--- src/rtl/pipe_intr_sequencer_pkg.sv ---
// Shared state encodings, default vector addresses and the pipeline-control bundle
// used by the interrupt/reset-vector sequencer.
package pipe_intr_sequencer_pkg;

  localparam logic [2:0] S_RST_VEC = 3'd0;
  localparam logic [2:0] S_IDLE    = 3'd1;
  localparam logic [2:0] S_DRAIN   = 3'd2;
  localparam logic [2:0] S_PUSH    = 3'd3;
  localparam logic [2:0] S_VEC     = 3'd4;

  localparam logic [7:0] DEF_RESET_VEC_ADDR = 8'h00;
  localparam logic [7:0] DEF_INTR_VEC_ADDR  = 8'h01;

  typedef struct packed {
    logic stall_f;
    logic stall_d;
    logic flush_d;
    logic flush_e;
  } pipe_ctl_t;

  // HOLD freezes fetch/decode and bubbles EX; ALL additionally clears IF/ID.
  localparam pipe_ctl_t CTL_NONE   = 4'b0000;
  localparam pipe_ctl_t CTL_HOLD   = 4'b1101;
  localparam pipe_ctl_t CTL_BRANCH = 4'b0011;
  localparam pipe_ctl_t CTL_ALL    = 4'b1111;

endpackage

--- src/rtl/pipe_intr_sequencer_if.sv ---
// Sequencer-side data-memory port: request/write/address/data out, grant and read data back.
interface pipe_intr_sequencer_if;
  logic       seq_mem_req;
  logic       seq_mem_we;
  logic [7:0] seq_mem_addr;
  logic [7:0] seq_mem_wdata;
  logic       mem_ack;
  logic [7:0] mem_rdata;

  modport master (
    output seq_mem_req, seq_mem_we, seq_mem_addr, seq_mem_wdata,
    input  mem_ack, mem_rdata
  );

  modport slave (
    input  seq_mem_req, seq_mem_we, seq_mem_addr, seq_mem_wdata,
    output mem_ack, mem_rdata
  );
endinterface

--- src/rtl/pipe_intr_sequencer_edge.sv ---
// Rising-edge detector for the external interrupt with a single pending flag.
// An edge arriving in the same cycle as acceptance re-arms pend, so it is not lost.
module intr_edge_detect (
  input  logic clk,
  input  logic reset,
  input  logic intr_req_i,
  input  logic accept_i,
  output logic pend_o
);
  logic intr_q;
  logic pend_q;
  logic pend_d;

  always_comb begin
    pend_d = (intr_req_i & ~intr_q) | (pend_q & ~accept_i);
  end

  always_ff @(posedge clk or negedge reset) begin
    if (!reset) begin
      intr_q <= 1'b0;
      pend_q <= 1'b0;
    end else begin
      intr_q <= intr_req_i;
      pend_q <= pend_d;
    end
  end

  assign pend_o = pend_q;
endmodule

--- src/rtl/pipe_intr_sequencer.sv ---
// Pipeline stall/flush sequencer: reset-vector fetch, interrupt entry (drain, push PC,
// load vector) and IDLE routing of branch / load-use hazards. Memory handshake waits on ack.
module pipe_intr_sequencer
  import pipe_intr_sequencer_pkg::*;
#(
  parameter logic [7:0]  RESET_VEC_ADDR = DEF_RESET_VEC_ADDR,
  parameter logic [7:0]  INTR_VEC_ADDR  = DEF_INTR_VEC_ADDR,
  parameter int unsigned DRAIN_CYCLES   = 3
) (
  input  logic                          clk,
  input  logic                          reset,
  input  logic                          intr_req,
  input  logic                          ld_use_hazard,
  input  logic                          branch_taken_E,
  input  logic                          ret_in_flight,
  input  logic [7:0]                    pc_D,
  input  logic [7:0]                    sp_in,
  pipe_intr_sequencer_if.master         mem,
  output logic                          stall_F,
  output logic                          stall_D,
  output logic                          flush_D,
  output logic                          flush_E,
  output logic                          pc_load,
  output logic [7:0]                    pc_load_val,
  output logic                          sp_dec,
  output logic                          f_save,
  output logic                          intr_busy
);
  localparam logic [7:0] DRAIN_INIT = 8'(DRAIN_CYCLES);

  logic [2:0] state_q, state_d;
  logic [7:0] cnt_q, cnt_d;
  logic [7:0] saved_pc_q, saved_pc_d;
  logic       pend;
  logic       accept;
  pipe_ctl_t  ctl;
  logic       req, we;
  logic [7:0] addr, wdata;

  intr_edge_detect u_edge (
    .clk        (clk),
    .reset      (reset),
    .intr_req_i (intr_req),
    .accept_i   (accept),
    .pend_o     (pend)
  );

  always_comb begin
    state_d     = state_q;
    cnt_d       = cnt_q;
    saved_pc_d  = saved_pc_q;
    accept      = 1'b0;
    ctl         = CTL_NONE;
    req         = 1'b0;
    we          = 1'b0;
    addr        = 8'h00;
    wdata       = 8'h00;
    pc_load     = 1'b0;
    pc_load_val = 8'h00;
    sp_dec      = 1'b0;
    f_save      = 1'b0;
    case (state_q)
      S_RST_VEC: begin
        ctl  = CTL_ALL;
        req  = 1'b1;
        addr = RESET_VEC_ADDR;
        if (mem.mem_ack) begin
          pc_load     = 1'b1;
          pc_load_val = mem.mem_rdata;
          state_d     = S_IDLE;
        end
      end
      S_IDLE: begin
        // A taken branch squashes the decode instruction, so its PC is not a valid return point.
        if (branch_taken_E) begin
          ctl = CTL_BRANCH;
        end else if (pend && !ret_in_flight) begin
          accept     = 1'b1;
          ctl        = CTL_HOLD;
          saved_pc_d = pc_D;
          cnt_d      = DRAIN_INIT;
          state_d    = (DRAIN_CYCLES == 0) ? S_PUSH : S_DRAIN;
        end else if (ld_use_hazard) begin
          ctl = CTL_HOLD;
        end
      end
      S_DRAIN: begin
        ctl   = CTL_HOLD;
        cnt_d = cnt_q - 8'd1;
        if (cnt_q <= 8'd1) state_d = S_PUSH;
      end
      S_PUSH: begin
        ctl   = CTL_HOLD;
        req   = 1'b1;
        we    = 1'b1;
        addr  = sp_in;
        wdata = saved_pc_q;
        if (mem.mem_ack) begin
          sp_dec  = 1'b1;
          f_save  = 1'b1;
          state_d = S_VEC;
        end
      end
      S_VEC: begin
        ctl  = CTL_HOLD;
        req  = 1'b1;
        addr = INTR_VEC_ADDR;
        if (mem.mem_ack) begin
          ctl         = CTL_ALL;
          pc_load     = 1'b1;
          pc_load_val = mem.mem_rdata;
          state_d     = S_IDLE;
        end
      end
      default: state_d = S_RST_VEC;
    endcase
  end

  always_ff @(posedge clk or negedge reset) begin
    if (!reset) begin
      state_q    <= S_RST_VEC;
      cnt_q      <= 8'h00;
      saved_pc_q <= 8'h00;
    end else begin
      state_q    <= state_d;
      cnt_q      <= cnt_d;
      saved_pc_q <= saved_pc_d;
    end
  end

  assign stall_F           = ctl.stall_f;
  assign stall_D           = ctl.stall_d;
  assign flush_D           = ctl.flush_d;
  assign flush_E           = ctl.flush_e;
  assign intr_busy         = (state_q != S_IDLE);
  assign mem.seq_mem_req   = req;
  assign mem.seq_mem_we    = we;
  assign mem.seq_mem_addr  = addr;
  assign mem.seq_mem_wdata = wdata;
endmodule
--- src/flat_wrapper.sv ---
// flat-port wrapper written by rule: the top's interface ports become plain ports
module pipe_intr_sequencer_flat import pipe_intr_sequencer_pkg::*;
#(
  parameter logic [7:0]  RESET_VEC_ADDR = DEF_RESET_VEC_ADDR,
  parameter logic [7:0]  INTR_VEC_ADDR  = DEF_INTR_VEC_ADDR,
  parameter int unsigned DRAIN_CYCLES   = 3
)
  (clk, reset, intr_req, ld_use_hazard, branch_taken_E, ret_in_flight, pc_D, sp_in, stall_F, stall_D, flush_D, flush_E, pc_load, pc_load_val, sp_dec, f_save, intr_busy, mem_seq_mem_req, mem_seq_mem_we, mem_seq_mem_addr, mem_seq_mem_wdata, mem_mem_ack, mem_mem_rdata);
  pipe_intr_sequencer_if mem_i ();
  input  logic clk;
  input  logic reset;
  input  logic intr_req;
  input  logic ld_use_hazard;
  input  logic branch_taken_E;
  input  logic ret_in_flight;
  input  logic [7:0] pc_D;
  input  logic [7:0] sp_in;
  output logic stall_F;
  output logic stall_D;
  output logic flush_D;
  output logic flush_E;
  output logic pc_load;
  output logic [7:0] pc_load_val;
  output logic sp_dec;
  output logic f_save;
  output logic intr_busy;
  output wire logic [$bits(mem_i.seq_mem_req)-1:0] mem_seq_mem_req;
  output wire logic [$bits(mem_i.seq_mem_we)-1:0] mem_seq_mem_we;
  output wire logic [$bits(mem_i.seq_mem_addr)-1:0] mem_seq_mem_addr;
  output wire logic [$bits(mem_i.seq_mem_wdata)-1:0] mem_seq_mem_wdata;
  input wire logic [$bits(mem_i.mem_ack)-1:0] mem_mem_ack;
  input wire logic [$bits(mem_i.mem_rdata)-1:0] mem_mem_rdata;
  assign mem_seq_mem_req = mem_i.seq_mem_req;
  assign mem_seq_mem_we = mem_i.seq_mem_we;
  assign mem_seq_mem_addr = mem_i.seq_mem_addr;
  assign mem_seq_mem_wdata = mem_i.seq_mem_wdata;
  assign mem_i.mem_ack = mem_mem_ack;
  assign mem_i.mem_rdata = mem_mem_rdata;
  pipe_intr_sequencer #(.RESET_VEC_ADDR(RESET_VEC_ADDR), .INTR_VEC_ADDR(INTR_VEC_ADDR), .DRAIN_CYCLES(DRAIN_CYCLES)) u_core (.clk(clk), .reset(reset), .intr_req(intr_req), .ld_use_hazard(ld_use_hazard), .branch_taken_E(branch_taken_E), .ret_in_flight(ret_in_flight), .pc_D(pc_D), .sp_in(sp_in), .mem(mem_i), .stall_F(stall_F), .stall_D(stall_D), .flush_D(flush_D), .flush_E(flush_E), .pc_load(pc_load), .pc_load_val(pc_load_val), .sp_dec(sp_dec), .f_save(f_save), .intr_busy(intr_busy));
endmodule
--- config.mk ---
export PLATFORM = sky130hd
export DESIGN_NAME = pipe_intr_sequencer_flat
export DESIGN_NICKNAME = d
export VERILOG_FILES = /design/src/rtl/pipe_intr_sequencer_pkg.sv /design/src/rtl/pipe_intr_sequencer_if.sv /design/src/rtl/pipe_intr_sequencer_edge.sv /design/src/rtl/pipe_intr_sequencer.sv /design/src/flat_wrapper.sv
export SDC_FILE = /design/constraint.sdc
export NUM_CORES = 1
export LEC_CHECK = 0
export ABC_AREA = 0
export BUFFER_PORTS_ARGS = -buffer_cell sky130_fd_sc_hd__buf_2
export CAP_MARGIN = 20
export CORE_UTILIZATION = 35
export DETAILED_ROUTE_END_ITERATION = 10
export PLACE_DENSITY = 0.62
export SLEW_MARGIN = 10
export SYNTH_ARGS = -nofsm -noshare
export SYNTH_HDL_FRONTEND = slang
export SYNTH_SLANG_ARGS = --single-unit
export TNS_END_PERCENT = 100
--- constraint.sdc ---
create_clock -name clk -period 2.9 [get_ports clk]
set_clock_uncertainty 0.1 [all_clocks]
set_input_delay 0 -clock clk [delete_from_list [all_inputs] [get_ports clk]]
set_output_delay 0 -clock clk [all_outputs]
set_load 0.01 [all_outputs]
# After elaboration in Yosys (flattened, before gate mapping)
# Index checks and enable logic that the tools add are counted.
[classes] addsub=1 eq_ne=10 reduce_logical=10 bitwise=6 order_cmp=1 mux=26
[ops] op="$mux 8" count=5
[ops] op="$pmux 8 s2" count=2
[ops] op="$pmux 4 s4" count=1
[ops] op="$mux 3" count=5
[ops] op="$mux 4" count=3
[ops] op="$pmux 3 s4" count=1
[ops] op="$le 8x1->1 const B" count=1
[ops] op="$mux 1" count=8
[ops] op="$sub 8x1->8 const B" count=1
[ops] op="$eq 3x2->1 const B" count=2
[ops] op="$ne 2x1->1 const B" count=3
[ops] op="$reduce_and 3->1" count=2
[ops] op="$reduce_and 5->1" count=1
[ops] op="$ne 2x2->1 const B" count=2
[ops] op="$reduce_or 2->1" count=2
[ops] op="$eq 3x1->1 const B" count=1
[ops] op="$eq 3x3->1 const B" count=1
[ops] op="$logic_not 3->1" count=1
[ops] op="$ne 3x1->1 const B" count=1
[ops] op="$not 1->1" count=3
[ops] op="$reduce_or 3->1" count=1
[ops] op="$and 1x1->1" count=2
[ops] op="$mux 2" count=1
[ops] op="$reduce_bool 2->1" count=1
[ops] op="other kinds (3)" count=3
[totals] output_inout_bits=34 reg_bits=21

# Logic depth before layout (Yosys ltp)
# Gate-level depths: netlist of run 1.
[logic_depth] depth_word=8 depth_mapped=6

# Hierarchy
# From an unflattened synthesis of run 1, not the netlist that was laid out.
[unflattened] hier_cells=134 area_unflattened_um2=1265.0
[by_module_without_submodules] mod="pipe_intr_sequencer" seq_area_each_um2=475.5 cells_per_inst=129 n_inst=1 area_per_inst_um2=1194.9
[by_module_without_submodules] mod="intr_edge_detect" seq_area_each_um2=50.0 cells_per_inst=5 n_inst=1 area_per_inst_um2=70.1

# Worst setup path after synthesis of run 1
# No wires, ideal clock.
[synth_timing] path_kind="register -> register" start="register u_core.state_q[1]" end="register u_core.saved_pc_q[6]" path_buffers=2 setup_time_ns=0.125 arrival_ns=1.635 synth_period_minus_slack_ns=1.860 required_ns=2.675 stages_incl_launch_ff=6 slack_ns=1.040 path_cell_list="dfrtp_1 nor4b_1 and2_1 buf_2 buf_4 mux2_2"
[synth_via] elab_chain_len=2
[synth_lines] item="start, declared" line_no="pipe_intr_sequencer.sv:31" source="logic [2:0] state_q, state_d;"
[synth_lines] item="start signal, assigned" line_no="pipe_intr_sequencer.sv:125" source="state_q <= state_d;"
[synth_lines] item="$eq 3x1->1" line_no="pipe_intr_sequencer.sv:62" source="case (state_q)"
[synth_lines] item="$reduce_and 3->1 (no source line)"
[synth_lines] item="end signal, assigned" line_no="pipe_intr_sequencer.sv:127" source="saved_pc_q <= saved_pc_d;"
[synth_lines] item="end, declared" line_no="pipe_intr_sequencer.sv:33" source="logic [7:0] saved_pc_q, saved_pc_d;"
# Every way passes these cells.
# A chain may end at the register's enable or synchronous reset.

# Worst setup path after layout of run 1
[layout_timing] start="register u_core.state_q[1]" end="register u_core.cnt_q[0]"
[layout_via] elab_chain_len=3 word_cells_on_any_way=7
[layout_lines] item="$eq 3x1->1 or $eq 3x2->1 (tied branches)" line_no="pipe_intr_sequencer.sv:62"
[layout_lines] item="$ne 2x1->1 (no source line), or another cell as far along"
[layout_lines] item="$reduce_and 3->1 (no source line)"
[layout_lines] item="end signal, assigned" line_no="pipe_intr_sequencer.sv:126" source="cnt_q <= cnt_d;"
[layout_lines] item="end, declared" line_no="pipe_intr_sequencer.sv:32" source="logic [7:0] cnt_q, cnt_d;"
# Parallel ways exist; a longest one is shown, timed or not.

==> results by group, run 1 <==
Status
  • Status: completed

Yosys
  • Mapped Area: 1220 um2
  • Sequential element share of the synthesized area: 43.1%
  • Post-synth top area share: 43.1%
  • Top cells by area, synth: dfrtp_1 (43%), and3_1 (12%), mux2_2 (7.4%)
  • Largest area contributor in the netlist: dfrtp_1
  • Synthesis Warnings: 0
  • Post-synthesis net count: 164
  • Syn Inst Count: roughly 130
  • Distinct cells, synth: 33
  • Mean Syn Cell Area: 9.31 um2
  • #FFs+latches synth: 21

Die
  • Die extent in x: 61.0 um
  • Core area: 3340 um2
  • Die Y: 61.0 um
  • Row cnt: 21
  • Die ar.: between 3000 and 4000 um2
  • Initial cell density of the core: 36.6%
  • Boundary Pins: 65

Cells and area
  • Fin nets: 233
  • Most common cell after layout, fill and taps aside: buf_2
  • Cell Count, Final, Fillers Out: 245
  • Antenna cells: 0
  • Most frequent cells in the layout: buf_2 (64), and3_1 (23), dfrtp_1 (21)
  • Share of layout cells above drive strength 1: 42.2%
  • Fillers: 299
  • Design area: 1680 um2
  • Layout area overhead: 37.7%

Power and ir drop
  • Sw frac: 41.5%
  • Leak pwr: 0.960 nW
  • Sequential share of power: 40.0%
  • Worst VDD drop: ~0.00038 V
  • PwrDens: 849 nW/um2
  • Int Pwr: around 0.00084 W
  • Total chip power: between 0.001 and 0.0015 W
  • Combinational share of power: 50.6%
  • Clk network pwr share: 9.4%
  • Switch Pwr: between 0.0005 and 0.0006 W

Clock network
  • Post_cts resized: 0
  • Htree depth: 1
  • CTS tree: built
  • Worst skew pair latency: 0.29 ns
  • CTS root buf: clkbuf_4
  • Post-CTS setup buffer count: 0
  • Reg clk slew, reported paths: 0.11 ns
  • Maximum root-to-sink buffer count: 2
  • Hold_buf cts: 10
  • Total CTS buffers: 3
  • Clock sink total: 21

Worst setup path
  • Critical Path RT: 3.02 ns
  • R2R depth: 5
  • CP max FO: 26
  • Worst R2R Start: u_core.state_q[1]
  • Worst Path Arrival: 2.30 ns
  • R2r setup slk: 0.73 ns
  • Crit end category: flip-flop
  • Critical Path Source Type: flip-flop
  • Setup CP Type: reg2reg
  • Reg2reg end: u_core.cnt_q[0]

Global route
  • Initial antenna violation count: 0
  • Grt total ovfl: 0
  • Met3 usage: 2.52%
  • Vias in the first global route: roughly 1100
  • Total track usage: 16.0%
  • Global route hottest layer: met2
  • Global routing usage on met1: a little under a fifth
  • Pin count of the biggest net entering global routing: 27
  • GR Util met2: 30.0%
  • First-pass GRT wire length: 4520 um

Route
  • Vias: 1177
  • Remaining DRCs: 0
  • Initial detailed-routing violation count: between 40 and 50
  • Pre-Repair DR Iteration Count: 4
  • DR WL/cell: roughly 12 um
  • Final WL: between 2000 and 3000 um
  • Post-route ant nets: 0
  • Vias per cell: 4.80

Timing
  • Endpoints failing hold: 0
  • Fmax: 0.460 GHz
  • RSZ-0062 raised after global routing: no
  • Post-route setup TNS: 0 ns
  • Fin crit share: 75.0%
  • Worst-Margin Slew: 0.607 ns
  • # setup viols final: 0
  • Min Clock Period, post-route: 2.17 ns
  • Slew Viols, Final: 0
  • Rel. slew slack: 59.5%

Worst hold path
  • Worst hold path endpoint: u_core.state_q[1]
  • Hold Path Class: in2reg
  • Hold Crit Depth: 4
  • Min-delay src: ret_in_flight

Placed design
  • Placed insts: 231
  • Routability Congestion: 0.879
  • Area post-placement: 1550 um2
  • PortBufs: 64
  • Detail Placement HPWL: 2150 um

Flow run
  • Max-cap violations: 0
==> area by class of cell <==
type	count	area, um2	area share, %
Multi-Input combinational cell	89	602	35.8
Sequential cell	21	526	31.3
Timing Repair Buffer	76	435	25.9
Tap cell	46	57.6	3.43
Inverter	9	33.8	2.01
Clock buffer	4	26.3	1.56
==> power by group through the flow <==
| stage | Combinational (W) | Sequential (W) | Clock [W] |
|---|---|---|---|
| after floorplan | 0.000555 | 0.000501 | 0 |
| after global placement | 0.000697 | 0.000564 | 0 |
| after detailed placement | 0.000714 | 0.000575 | 0 |
| after CTS | 0.000729 | 0.000570 | 0.000141 |
| after global routing | 0.000807 | 0.000599 | 0.000153 |
| final | 0.000722 | 0.000571 | 0.000135 |
==> cell usage after synthesis <==
| master | instances |
|---|---|
| and3_1 | 23 |
| dfrtp_1 | 21 |
| inv_1 | 9 |
| mux2_2 | 8 |
| nor2_1 | 8 |
| clkbuf_1 | 7 |
| nor3_1 | 5 |
| a21oi_1 | 4 |
| nand2_1 | 4 |
| o21ai_0 | 4 |
| or2_2 | 4 |
| buf_4 | 3 |
| nor4_1 | 3 |
| xnor2_1 | 3 |
| xor2_1 | 3 |
| buf_2 | 2 |
| ha_1 | 2 |
| nor2b_1 | 2 |
| o22ai_1 | 2 |
| a22o_1 | 1 |
| a22oi_1 | 1 |
| a31o_2 | 1 |
| and2_1 | 1 |
| nor2_2 | 1 |
| nor3b_1 | 1 |
| nor4b_1 | 1 |
| o211ai_1 | 1 |
| o21bai_1 | 1 |
| o41ai_1 | 1 |
| or3_1 | 1 |
| or3b_1 | 1 |
| or4_1 | 1 |
| or4_4 | 1 |
==> layer usage <==
| metal | vias to the layer above | part of all wire [%] |
|---|---|---|
| met5 | - | 0 |
| met4 | 0 | 0.66 |
| met3 | 2 | 4.4 |
| met2 | 44 | 50 |
| met1 | 542 | 45 |
| li1 | 589 | - |
==> how the worst max path moves through the flow <==
stage                      startpoint                    to
global route        u_core.state_q[1]       u_core.cnt_q[0]
CTS                 u_core.state_q[1]       u_core.cnt_q[1]
floorplan           u_core.state_q[1]  u_core.saved_pc_q[6]
detailed placement  u_core.state_q[1]  u_core.saved_pc_q[2]
global placement    u_core.state_q[1]  u_core.saved_pc_q[5]
finish              u_core.state_q[1]       u_core.cnt_q[0]
==> flip-flops by register name (all words and copies together), names as in the netlist <==
register	flops
u_core.cnt_q	8
u_core.saved_pc_q	8
u_core.state_q	3
u_core.u_edge.intr_q	1
u_core.u_edge.pend_o	1
==> metrics by stage <==
step                util (%)  hold WS [ns]  setup WS, ns
CTS                     50.4        0.0163         0.677
finish                  50.4        0.0224         0.725
detailed placement      46.6        -0.119         0.693
global placement        46.6        -0.128         0.804
floorplan                  -        -0.396          1.04
global route            50.4        0.0333         0.426
==> cells by family after synthesis <==
kind of cell               after synthesis  share of synthesized area (%)
AOI/OAI and AO/OA                       16                           8.31
xor gates and xnor gates                 6                           4.31
adders and majority gates                2                           2.05
buffers and inverters                   21                           7.59
DFF                                     21                           43.1
muxes                                    8                           7.38
and+or+nand+nor                         57                           27.3
==> worst max-delay path: stages (launching register included) <==
cell	delay, ns
dfrtp_1	0.62
nor4b_1	0.52
and2_1	0.44
buf_4	0.25
nor3_1	0.06
a21oi_1	0.12
Power figures use the tool's default switching activity.
==> run 2, diff against run 1 <==
Clock period 2.9 ns to 2.2 ns, I/O delays scaled along.
==> run 2 against run 1 <==
Die area stayed put. Via count is 1.0% higher. Hold slack better by 0.013 ns. First-iteration DRC count is 55% lower. Setup slack worse by 0.45 ns. Flip-flop and latch count stayed put. Register-to-register slack worse by 0.45 ns. Largest power group unchanged.
==> results by group, run 2 (synthesis gave the netlist of run 1 again) <==
Worst setup path
  • R2r setup slk: 0.27 ns (-0.45 ns)
  • Critical Path RT: 2.30 ns (-0.72 ns)
  • Critical Path Source Type: flip-flop
  • Crit end category: flip-flop
  • Worst path most repeated cell: o21ai_0
  • Setup CP Type: reg2reg
  • Crit path from: u_core.state_q[1]
  • Slowest stage cell, crit path: nor4b_1
  • Worst R2R Start: u_core.state_q[1]
  • CP peak stage delay: 0.45 ns (-0.17 ns)
  • Top Family by Delay on Critical Path: simple AND/OR/NAND/NOR gates
  • CP max FO: 10 (-62%)
  • Crit-path cells: nor4b_1 -> and2_1 -> buf_4 -> o21ai_0 -> o21ai_0
  • Crit path buffers/inverters: 1 (unchanged)
  • Worst Path Arrival: 2.03 ns (-0.27 ns)

Route
  • Initial detailed-routing violation count: 21 (-55%)
  • Remaining DRCs: 0 (unchanged)
  • Post-route ant nets: 0 (unchanged)
  • Pre-Repair DR Iteration Count: 4 (unchanged)
  • DR WL/cell: 11.6 um (-1.5%)
  • Vias: 1189 (+1.0%)
  • Vias per cell: 4.78 (-0.60%)
  • Final WL: 2900 um (about the same)

Timing
  • Endpoints failing hold: 0 (unchanged)
  • Fin crit share: 87.7% (+13 points)
  • Worst-Margin Slew: 0.538 ns (-0.0693 ns)
  • Post-route setup TNS: 0 ns (unchanged)
  • Min Clock Period, post-route: 1.93 ns (-0.245 ns)
  • Slew Viols, Final: 0 (unchanged)
  • # setup viols final: 0 (unchanged)
  • RSZ-0062 raised after global routing: no
  • Fmax: 0.518 GHz (+13%)
  • Rel. slew slack: 64.0% (+4.5 points)

Global route
  • Initial antenna violation count: 0 (unchanged)
  • Vias in the first global route: 1066 (-4.1%)
  • First-pass GRT wire length: 4470 um (-1.1%)
  • Total track usage: 16.2% (+0.27 points)
  • Grt total ovfl: 0 (unchanged)
  • Pin count of the biggest net entering global routing: 22 (-19%)

Cells and area
  • Share of layout cells above drive strength 1: 42.9% (+0.65 points)
  • Cell Count, Final, Fillers Out: 249 (+1.6%)
  • Fin nets: 237 (+1.7%)
  • Antenna cells: 0 (unchanged)
  • Design area: 1710 um2 (+1.9%)
  • Layout area overhead: 40.4%
  • Most common cell after layout, fill and taps aside: buf_2
  • Biggest regs: u_core.cnt_q x8, u_core.saved_pc_q x8, u_core.state_q x3
  • Most frequent cells in the layout: buf_2 (64), and3_1 (23), dfrtp_1 (21)
  • Finished Core Util: 51.3% (+0.97 points)

Die
  • Die Y: 61.0 um (unchanged)
  • Initial cell density of the core: 36.6% (unchanged)
  • Row cnt: 21 (unchanged)
  • Die ar.: 3730 um2 (unchanged)
  • Core area: 3340 um2 (unchanged)
  • Die extent in x: 61.0 um (unchanged)
  • Boundary Pins: 65 (unchanged)

Power and ir drop
  • PwrDens: 1120 nW/um2 (+32%)
  • Worst VDD drop: 0.000602 V (+60%)
  • Total chip power: 0.00192 W (+35%)
  • Leak pwr: 0.980 nW (+2.1%)

Clock network
  • Post_cts resized: 0 (unchanged)
  • Reg clk slew, reported paths: 0.11 ns (about the same)
  • Clock sink total: 21 (unchanged)
  • Worst skew pair latency: 0.30 ns (about the same)
  • Total CTS buffers: 3 (unchanged)
  • Hold_buf cts: 11 (+1)
  • Htree depth: 1 (unchanged)
  • CTS root buf: clkbuf_4
  • Maximum root-to-sink buffer count: 2 (unchanged)
  • Post-CTS setup buffer count: 0 (unchanged)
  • CTS tree: built

Placed design
  • Area post-placement: 1580 um2 (+1.4%)
  • PortBufs: 64 (unchanged)
  • Placed insts: 234 (+1.3%)
  • Routability Congestion: 0.789 (-10%)
  • Detail Placement HPWL: 2230 um (+3.8%)

Flow run
  • Max-cap violations: 0 (unchanged)

Worst hold path
  • Min-delay src: ret_in_flight
  • Hold Path Class: in2reg

Status
  • Status: completed
==> run 2: cell types whose count changed in the layout (fill, tap and decap cells not counted), sizes merged <==
cell         previous run  this run
buf                    66        69
dlygate4sd3            10        11
==> run 2: cell type report <==
type	count	area [um2]
clock buffer	4	26.3
fill	330	1620
inverter	9	33.8
multi-input combinational	89	602
sequential	21	526
tap	46	57.6
timing repair buffer	80	468
==> run 2: worst min-delay path, cell delays in order <==
cell	delay (ns)
buf_2	0.09
nor4b_1	0.06
a22oi_1	0.20
nor2_1	0.06
==> run 2: report_power, final <==
group          internal (W)  total [W]  switching [W]
sequential         0.000561   0.000698       0.000137
clock             0.0000706   0.000181       0.000110
combinational      0.000499    0.00104       0.000543
total               0.00113    0.00192       0.000790
==> run 2: routing by layer <==
| layer | vias to the layer above | global-route usage [%] | wire length, um |
|---|---|---|---|
| li1 | 595 | - | - |
| met1 | 550 | 19.3 | 1290 |
| met2 | 42 | 28.6 | 1450 |
| met3 | 2 | 2.52 | 139 |
| met4 | 0 | 7.79 | 19 |
| met5 | - | 0 | 0 |
==> run 2: final timing paths <==
check / endpoint / cells past startpoint
min reg2reg: u_core.u_edge.pend_o / 1
max in group asynchronous: u_core.saved_pc_q[2] / 2
max: u_core.cnt_q[1] / 5
min: u_core.state_q[1] / 4
min in group asynchronous: u_core.state_q[2] / 2
max reg2reg: u_core.cnt_q[1] / 5
==> run 2: stage by stage <==
stage | hold WS (ns) | worst slack [ns]
finish | 0.0357 | 0.270
detailed placement | -0.122 | 0.271
floorplan | -0.396 | 0.340
global placement | -0.128 | 0.338
CTS | 0.0259 | 0.244
global route | 0.0631 | 0.0273
